$ cat src/rtl/timer_irq_dev_if.sv
// timer_irq_dev_if: CPU bridge register bus and interrupt line of the down-counting timer
interface timer_irq_dev_if;
    logic [1:0]  addr;
    logic        we;
    logic [31:0] din;
    logic [31:0] dout;
    logic        irq;
    modport master (output addr, we, din, input dout, irq);
    modport slave  (input addr, we, din, output dout, irq);
endinterface

$ cat src/rtl/timer_irq_dev.sv
// timer_irq_dev: programmable down-counting timer raising a CP0 HWInt request; TIMER_AUTO_RELOAD_EN enables mode 1 auto-reload
module timer_irq_dev #(
    parameter int               CNT_W      = 32,
    parameter logic [CNT_W-1:0] PRESET_RST = '0
) (
    input logic            clk,
    input logic            reset,
    timer_irq_dev_if.slave io_bus
);
    localparam logic [1:0] S_IDLE = 2'd0;
    localparam logic [1:0] S_LOAD = 2'd1;
    localparam logic [1:0] S_CNT  = 2'd2;
    localparam logic [1:0] S_INT  = 2'd3;

    logic             r_en;
    logic             r_im;
    logic             r_flag;
    logic [1:0]       r_state;
    logic [CNT_W-1:0] r_preset;
    logic [CNT_W-1:0] r_count;
    logic [1:0]       w_mode;
    logic             w_reload;
    logic             w_wr_ctrl;
    logic             w_wr_preset;
    logic             w_ack;

    assign w_wr_ctrl   = io_bus.we && io_bus.addr == 2'd0;
    assign w_wr_preset = io_bus.we && io_bus.addr == 2'd1;
    // a write only acknowledges an interrupt that is actually being presented
    assign w_ack       = (w_wr_ctrl || w_wr_preset) && r_flag && r_im;
    assign io_bus.irq  = r_flag && r_im;

`ifdef TIMER_AUTO_RELOAD_EN
    logic [1:0] r_mode;
    assign w_mode   = r_mode;
    assign w_reload = r_mode == 2'd1;
    // mode field is software-writable only when auto-reload is built in
    always_ff @(posedge clk) begin
        if (reset)
            r_mode <= 2'd0;
        else if (w_wr_ctrl)
            r_mode <= io_bus.din[2:1];
    end
`else
    assign w_mode   = 2'd0;
    assign w_reload = 1'b0;
`endif

    // register read mux, zero-extended; reserved address reads 0
    always_comb begin
        io_bus.dout = io_bus.addr == 2'd0 ? {28'd0, r_im, w_mode, r_en} :
                      io_bus.addr == 2'd1 ? 32'(r_preset) :
                      io_bus.addr == 2'd2 ? 32'(r_count) : 32'd0;
    end

    // timer sequencing; expiry set beats ack clear, software CTRL write beats the one-shot disable
    always_ff @(posedge clk) begin
        if (reset) begin
            r_en     <= 1'b0;
            r_im     <= 1'b0;
            r_flag   <= 1'b0;
            r_state  <= S_IDLE;
            r_preset <= PRESET_RST;
            r_count  <= '0;
        end else begin
            if (w_ack)
                r_flag <= 1'b0;
            if (!r_en)
                r_state <= S_IDLE;
            else if (r_state == S_IDLE)
                r_state <= S_LOAD;
            else if (r_state == S_LOAD) begin
                r_count <= r_preset;
                r_state <= S_CNT;
            end else if (r_state == S_CNT) begin
                if (r_count != '0)
                    r_count <= r_count - CNT_W'(1);
                else begin
                    r_state <= S_INT;
                    r_flag  <= 1'b1;
                end
            end else if (w_reload) begin
                r_flag  <= 1'b0;
                r_count <= r_preset;
                r_state <= S_CNT;
            end else begin
                r_en    <= 1'b0;
                r_state <= S_IDLE;
            end
            if (w_wr_ctrl) begin
                r_en <= io_bus.din[0];
                r_im <= io_bus.din[3];
            end
            if (w_wr_preset)
                r_preset <= io_bus.din[CNT_W-1:0];
        end
    end
endmodule

$ cat src/flat_wrapper.sv
// flat-port wrapper written by rule: the top's interface ports become plain ports
module timer_irq_dev_flat 
#(
    parameter int               CNT_W      = 32,
    parameter logic [CNT_W-1:0] PRESET_RST = '0
)
  (clk, reset, io_bus_addr, io_bus_we, io_bus_din, io_bus_dout, io_bus_irq);
  timer_irq_dev_if io_bus_i ();
  input logic clk;
  input logic reset;
  input wire logic [$bits(io_bus_i.addr)-1:0] io_bus_addr;
  input wire logic [$bits(io_bus_i.we)-1:0] io_bus_we;
  input wire logic [$bits(io_bus_i.din)-1:0] io_bus_din;
  output wire logic [$bits(io_bus_i.dout)-1:0] io_bus_dout;
  output wire logic [$bits(io_bus_i.irq)-1:0] io_bus_irq;
  assign io_bus_i.addr = io_bus_addr;
  assign io_bus_i.we = io_bus_we;
  assign io_bus_i.din = io_bus_din;
  assign io_bus_dout = io_bus_i.dout;
  assign io_bus_irq = io_bus_i.irq;
  timer_irq_dev #(.CNT_W(CNT_W), .PRESET_RST(PRESET_RST)) u_core (.clk(clk), .reset(reset), .io_bus(io_bus_i));
endmodule
$ cat config.mk
export PLATFORM = sky130hd
export DESIGN_NAME = timer_irq_dev_flat
export DESIGN_NICKNAME = d
export VERILOG_FILES = /design/src/rtl/timer_irq_dev_if.sv /design/src/rtl/timer_irq_dev.sv /design/src/flat_wrapper.sv
export SDC_FILE = /design/constraint.sdc
export NUM_CORES = 1
export LEC_CHECK = 0
export BUFFER_PORTS_ARGS = -buffer_cell sky130_fd_sc_hd__buf_2
export CAP_MARGIN = 20
export CELL_PAD_IN_SITES_DETAIL_PLACEMENT = 1
export CELL_PAD_IN_SITES_GLOBAL_PLACEMENT = 2
export CORE_MARGIN = 3
export CORE_UTILIZATION = 32
export DETAILED_ROUTE_END_ITERATION = 16
export GPL_ROUTABILITY_DRIVEN = 0
export PLACE_DENSITY_LB_ADDON = 0.1
export SYNTH_ARGS = -nofsm -noshare
export SYNTH_HDL_FRONTEND = slang
export SYNTH_SLANG_ARGS = --single-unit
$ cat constraint.sdc
create_clock -name clk -period 2.95 [get_ports clk]
set_input_delay 0.7375 -clock clk [delete_from_list [all_inputs] [get_ports clk]]
set_output_delay 0.7375 -clock clk [all_outputs]
set_load 0.005 [all_outputs]
After elaboration in Yosys (flattened, before gate mapping)
Cells that the tools add are included.
{"block": "word_totals", "regBits": 69, "latch_bits": 0, "ram_bits": 0, "romBits": 0, "out_inout_bits": 33, "word_cells": 51, "memories": 0}
{"block": "classes", "addsub": 1, "n_mul": 0, "div": 0, "n_lt_le_gt_ge": 0, "n_eq_ne": 6, "shifts": 0, "muxes": 21, "bitwise_logic": 2, "n_reduce_logical": 14}
{"op": "two-way mux 32 bit", "n": 6}
{"op": "nonzero test 32 bit", "n": 1}
{"op": "subtractor 32 x 1 -> 32 bit, second input constant", "n": 1}
{"op": "two-way mux 1 bit", "n": 12}
{"op": "two-way mux 2 bit", "n": 3}
{"op": "logical AND 1 bit", "n": 5}
{"op": "equality test 2 x 1 -> 1 bit, second input constant", "n": 2}
{"op": "equality test 2 bit, second input constant", "n": 2}
{"op": "logical NOT 2 bit", "n": 2}
{"op": "!= test 4 x 2 -> 1 bit, second input constant", "n": 1}
{"op": "AND reduction 4 bit", "n": 1}
{"op": "nonzero test 2 bit", "n": 2}
{"op": "!= test 3 x 2 -> 1 bit, second input constant", "n": 1}
{"op": "OR reduction 3 bit", "n": 1}
{"op": "NOT 1 bit", "n": 2}
{"op": "OR reduction 2 bit", "n": 1}
{"op": "logical OR 1 bit", "n": 1}

Logic depth before layout (Yosys ltp)
{"block": "depth", "ltp_word": 11, "depth_mapped": 9, "depth_no_buf": 7}

Worst setup path before layout
OpenSTA, ideal clock, no wires.
{"block": "synth_path", "kind": "reg2reg", "startpoint": "reg u_core.r_count[0]", "endpoint": "reg u_core.r_count[10]", "setup_time_ns": 0.132, "arrival_ns": 2.148, "required_time_ns": 2.818, "slack_ns": 0.670, "path_stages_with_launch": 10, "n_path_buf": 2, "period_less_slack_ns": 2.280, "cell_sequence": "dfxtp_1 inv_1 ha_1 nor3b_1 nand3_1 or4b_1 buf_2 nand2_1 buf_4 o32ai_1"}
{"block": "synth_between", "elab_chain_cells": 4, "elab_cells_between_ends": 7, "cone_classes": "add/sub (1); mux (3); reduce/logical (3)"}
{"element": "start: declaration", "line_no": "timer_irq_dev.sv:20", "rtl": "logic [CNT_W-1:0] r_count;"}
{"element": "start signal: assignment", "line_no": "timer_irq_dev.sv:73", "rtl": "r_count <= r_preset;"}
{"element": "start signal: assignment", "line_no": "timer_irq_dev.sv:77", "rtl": "r_count <= r_count - CNT_W'(1);"}
{"element": "start signal: assignment", "line_no": "timer_irq_dev.sv:84", "rtl": "r_count <= r_preset;"}
{"element": "subtractor 32 x 1 -> 32 bit", "line_no": "timer_irq_dev.sv:77"}
{"element": "two-way mux 32 bit", "line_no": "timer_irq_dev.sv:76", "rtl": "if (r_count != '0)"}
{"element": "two-way mux 32 bit", "line_no": "timer_irq_dev.sv:75", "rtl": "end else if (r_state == S_CNT) begin"}
{"element": "two-way mux 32 bit", "line_no": "timer_irq_dev.sv:72", "rtl": "else if (r_state == S_LOAD) begin"}
Parallel ways exist; a longest one is shown, timed or not. The select of a mux whose other input is x is not followed.
A chain may end at the register's enable or synchronous reset.

Worst setup path after layout
Same ends and word-level chain as after synthesis.

==> flow_results.org <==
** Route
- In this run the remaining antenna-violating nets after routing total 0.
- After detailed routing, the average wire length per cell comes to 20.0 microns.
- After detailed routing, the number of vias per cell comes to 5.83.
- The final layout contains routed wiring with a total length of 14.5 mm.
- Number of search-and-repair iterations in the first detailed-routing pass :: 4
- Count of vias placed by the detailed router :: 4,235
- Violation count after the first detailed-route iteration :: 237
- DR DRC count :: 0

** Clocking
- Resize count post-CTS :: 0
- Post-CTS setup buffer count :: 0
- The clock tree synthesis step divided the H-tree into 3 levels.
- Number of buffers on the longest clock path :: 2
- The later pin in the worst-skew pair is clocked with a latency of 0.35 ns.
- TritonCTS built the clock tree.
- CTS placed an instance of clkbuf_16 at the clock tree root.
- The tree built by TritonCTS fans out to 69 sinks.
- Clock-pin slew on the worst setup and hold paths :: 0.06 ns
- TritonCTS created 9 clock buffers.
- Buffers inserted to repair hold after CTS numbered 0.

** STA
- At the pin with the least slew margin, the transition time is 0.738 ns.
- The worst pin sits at a relative slew slack of 0.508.
- Maximum clock skew at final layout :: 0.00663 ns
- Setup TNS :: 0 ns
- Total count of hold-check failures in the final report :: 0
- Setup violations remaining at the end of the flow were counted as 0.
- Final worst path period need :: 2.53 ns
- Final period utilization :: 0.859
- Timing would allow up to 395 MHz.
- Setup repair after global routing left no endpoint under its margin.
- The count of final max-slew check failures came to 0.
- After layout, the worst setup slack is 0.416 ns.

** Synth
- For this run, the leading register cell type out of synthesis is dfxtp_1.
- Number of enable-type register cells in the synthesized netlist :: 0
- Async S/R FF share, synth :: 0
- In the post-synthesis netlist, the cell with the most instances is nand2_1.
- By area the synthesized netlist is led by dfxtp_1 35%, nand2_1 9.0%, a21oi_1 7.6%.
- Ys Warns :: 0
- Number of instances in the synthesized netlist :: 516
- The mapped netlist covers 3940 sq um.
- A synthesized cell averages 7.64 sq um.
- Share of the synthesized area in the top cell type :: 0.350
- In the synthesized netlist, the cells that appear most often are 94 x nand2_1, 69 x dfxtp_1, 60 x a21oi_1.
- The synthesized netlist contains 51 unique library cells.
- Register bit total from synthesis :: 69
- Of the synthesized area, sequential elements account for 0.350.
- Summed over all instances, the cell type with the most area after synthesis is dfxtp_1.
- Net count after synthesis :: 559

** Setup path
- Cell-by-cell trace of the critical path :: inv_1, ha_1, nor3b_1, nand3_1, or4b_1, nand2_1, buf_12, o32ai_1
- At the worst endpoint, the required time is 3.14 ns.
- Critical path buffers and inverters :: 2
- Among all stages on the critical path, the largest delay is contributed by or4b_1.
- The worst register-to-register path has a setup slack of 0.42 ns.
- Logic depth of the worst register-to-register path :: 8
- Arrival @ worst endpoint :: 2.73 ns
- The startpoint identified for the worst register-to-register timing path is u_core.r_count[0]$_SDFFE_PP0P_.
- STA classifies the critical path endpoint as a flop.
- Worst Path Max Fanout :: 8
- Among cell families on the critical path, the largest total delay comes from simple AND/OR/NAND/NOR gates.
- The worst register-to-register path ends at u_core.r_count[10]$_SDFFE_PP0P_.
- On the worst path, the slowest cell contributes a delay of 0.57 ns.
- The worst setup path is launched from a flop.
- WS Path Type :: reg -> reg

** Floorplanning
- Num ports :: 70
- Number of core rows :: 39
- For this configuration, the core starts out at a cell density of 0.337.
- Die area :: 13,700 sq um
- After floorplanning, the core was sized to cover 11,700 sq um.
- Die width :: 117 microns
- The die is 117 microns tall.

** Min path
- The worst hold path terminates at u_core.r_preset[17]$_SDFFE_PP0P_.
- Counting instances, the worst hold path has a depth of 2.
- The min-delay analysis places its worst path in the category reg -> reg.
- Hold path startpoint :: u_core.r_preset[17]$_SDFFE_PP0P_

** Final layout
- The net count of the finished layout is 621.
- 0 antenna diodes ended up in the layout.
- Of the cells placed in the final design, the portion with a size suffix greater than 1 is 0.211.
- Relative to the synthesized area, the layout overhead comes to 21.6%.
- Final Instance Count excl. Fillers :: 726

** Status
- Result of the run :: finished, final reports clean

** GRT
- Global-route wire length before repair :: 23.5 mm
- Number of antenna violations at the first check in global routing :: 0
- Entering global routing, the biggest net connects 64 pins.
- Residual overflow from global routing :: 0
- For this run, the total global-route usage over all layers was measured as 0.221.
- The via count of the first global-routing pass came to 4,304.

** Place
- Summed over all nets, the half-perimeter wirelength after detailed placement is 10.0 mm.
- In this run the tool buffered the top-level ports with 69 buffer cells.
- At the placement stage, the worst setup path has a slack of 0.421 ns.
- Counting tap cells, the placed design contains a total of 710 instances.

** Power
- LEAKAGE :: 1.96 nW
- IR analysis of the VDD net gives a maximum drop of 325 uV.
- Power spread over the standard cell area amounts to 445 nW/um^2.

** Flow run
- The tool flagged a number of max-cap violations equal to 0.
## stage by stage
step                      instance area, sq um  hold slack, ns  power (mW)   util
after floorplan                           3940           0.432        1.05      -
after global placement                    4520           0.460        1.12  0.386
after detailed placement                  4520           0.467        1.12  0.386
after CTS                                 4790           0.475        2.16  0.409
after global routing                      4790           0.497        2.22  0.409
final                                     4790           0.474        2.13  0.409
## metal layers
metal,share of wire,vias to the layer above,global-route usage
li1,-,2042,-
met1,0.49,2085,0.301
met2,0.46,96,0.356
met3,0.038,12,0.0442
met4,0.012,0,0.0627
met5,0,-,0
## where the power goes
| part | internal (mW) | switching, mW |
|---|---|---|
| clock network | 0.615 | 0.417 |
| registers | 0.948 | 0.0145 |
| logic | 0.0513 | 0.0870 |
## sequential cells by signal (all words and copies together) (netlist names)
signal and flops:
u_core.r_count 32, u_core.r_en 1, u_core.r_flag 1, u_core.r_im 1, u_core.r_preset 32, u_core.r_state 2
## layout make-up
type	instances	area (sq um)
Fill cell	1448	6920
Multi-Input combinational cell	393	2350
Sequential cell	69	1380
Timing Repair Buffer	97	581
Clock buffer	15	268
Tap cell	143	179
Inverter	8	30.0
Clock inverter	1	5.00
## layout by cell type, fill, tap and decap left out, types with 3 or more instances in the layout
cell,n
mux2i_1,7
a21oi_1,60
a31oi_1,10
inv_1,8
o31ai_1,16
nand2_1,94
a22o_1,30
o311ai_1,3
nor4_1,10
and2_1,7
buf_4,26
and3_1,5
nor2_1,25
dfxtp_1,69
clkbuf_1,4
o32ai_1,3
buf_2,69
nand4_1,4
or4_1,3
ha_1,5
o311ai_0,14
nor3_1,18
a32oi_1,4
a22oi_1,5
o41ai_1,3
clkbuf_16,9
nand3_1,15
or3_1,6
o21ai_0,13
nor3b_1,4
## worst max path at each step
stage / start / endpoint / slack [ns] / depth (start not counted)
2_1_floorplan: u_core.r_count[0]$_SDFFE_PP0P_ / u_core.r_count[10]$_SDFFE_PP0P_ / 0.67 / 9
3_3_place_gp: io_bus_addr[1] / io_bus_dout[1] / 0.50 / 5
3_5_place_dp: u_core.r_count[0]$_SDFFE_PP0P_ / u_core.r_count[10]$_SDFFE_PP0P_ / 0.42 / 8
4_1_cts: u_core.r_count[0]$_SDFFE_PP0P_ / u_core.r_count[10]$_SDFFE_PP0P_ / 0.40 / 8
5_1_grt: u_core.r_count[0]$_SDFFE_PP0P_ / u_core.r_count[15]$_SDFFE_PP0P_ / 0.15 / 9
6_report: u_core.r_count[0]$_SDFFE_PP0P_ / u_core.r_count[10]$_SDFFE_PP0P_ / 0.42 / 8
## kinds of logic (layout without fill, tap and decap cells)
logic type	Yosys count	after routing	share of synthesized area
and+or+nand+nor	209	209	0.259
adders and majority gates	6	6	0.0190
buffers and inverters	54	121	0.0575
DFF	69	69	0.350
AOI/OAI and AO/OA	171	171	0.296
muxes	7	7	0.0178
## worst min-delay path, delay by kind of cell, from the launching register on
| family | cells | cell delay, ns |
|---|---|---|
| compound gates | 1 | 0.05 |
| flops | 1 | 0.32 |
| simple gates | 1 | 0.06 |
(Power assumes the default switching activity.)
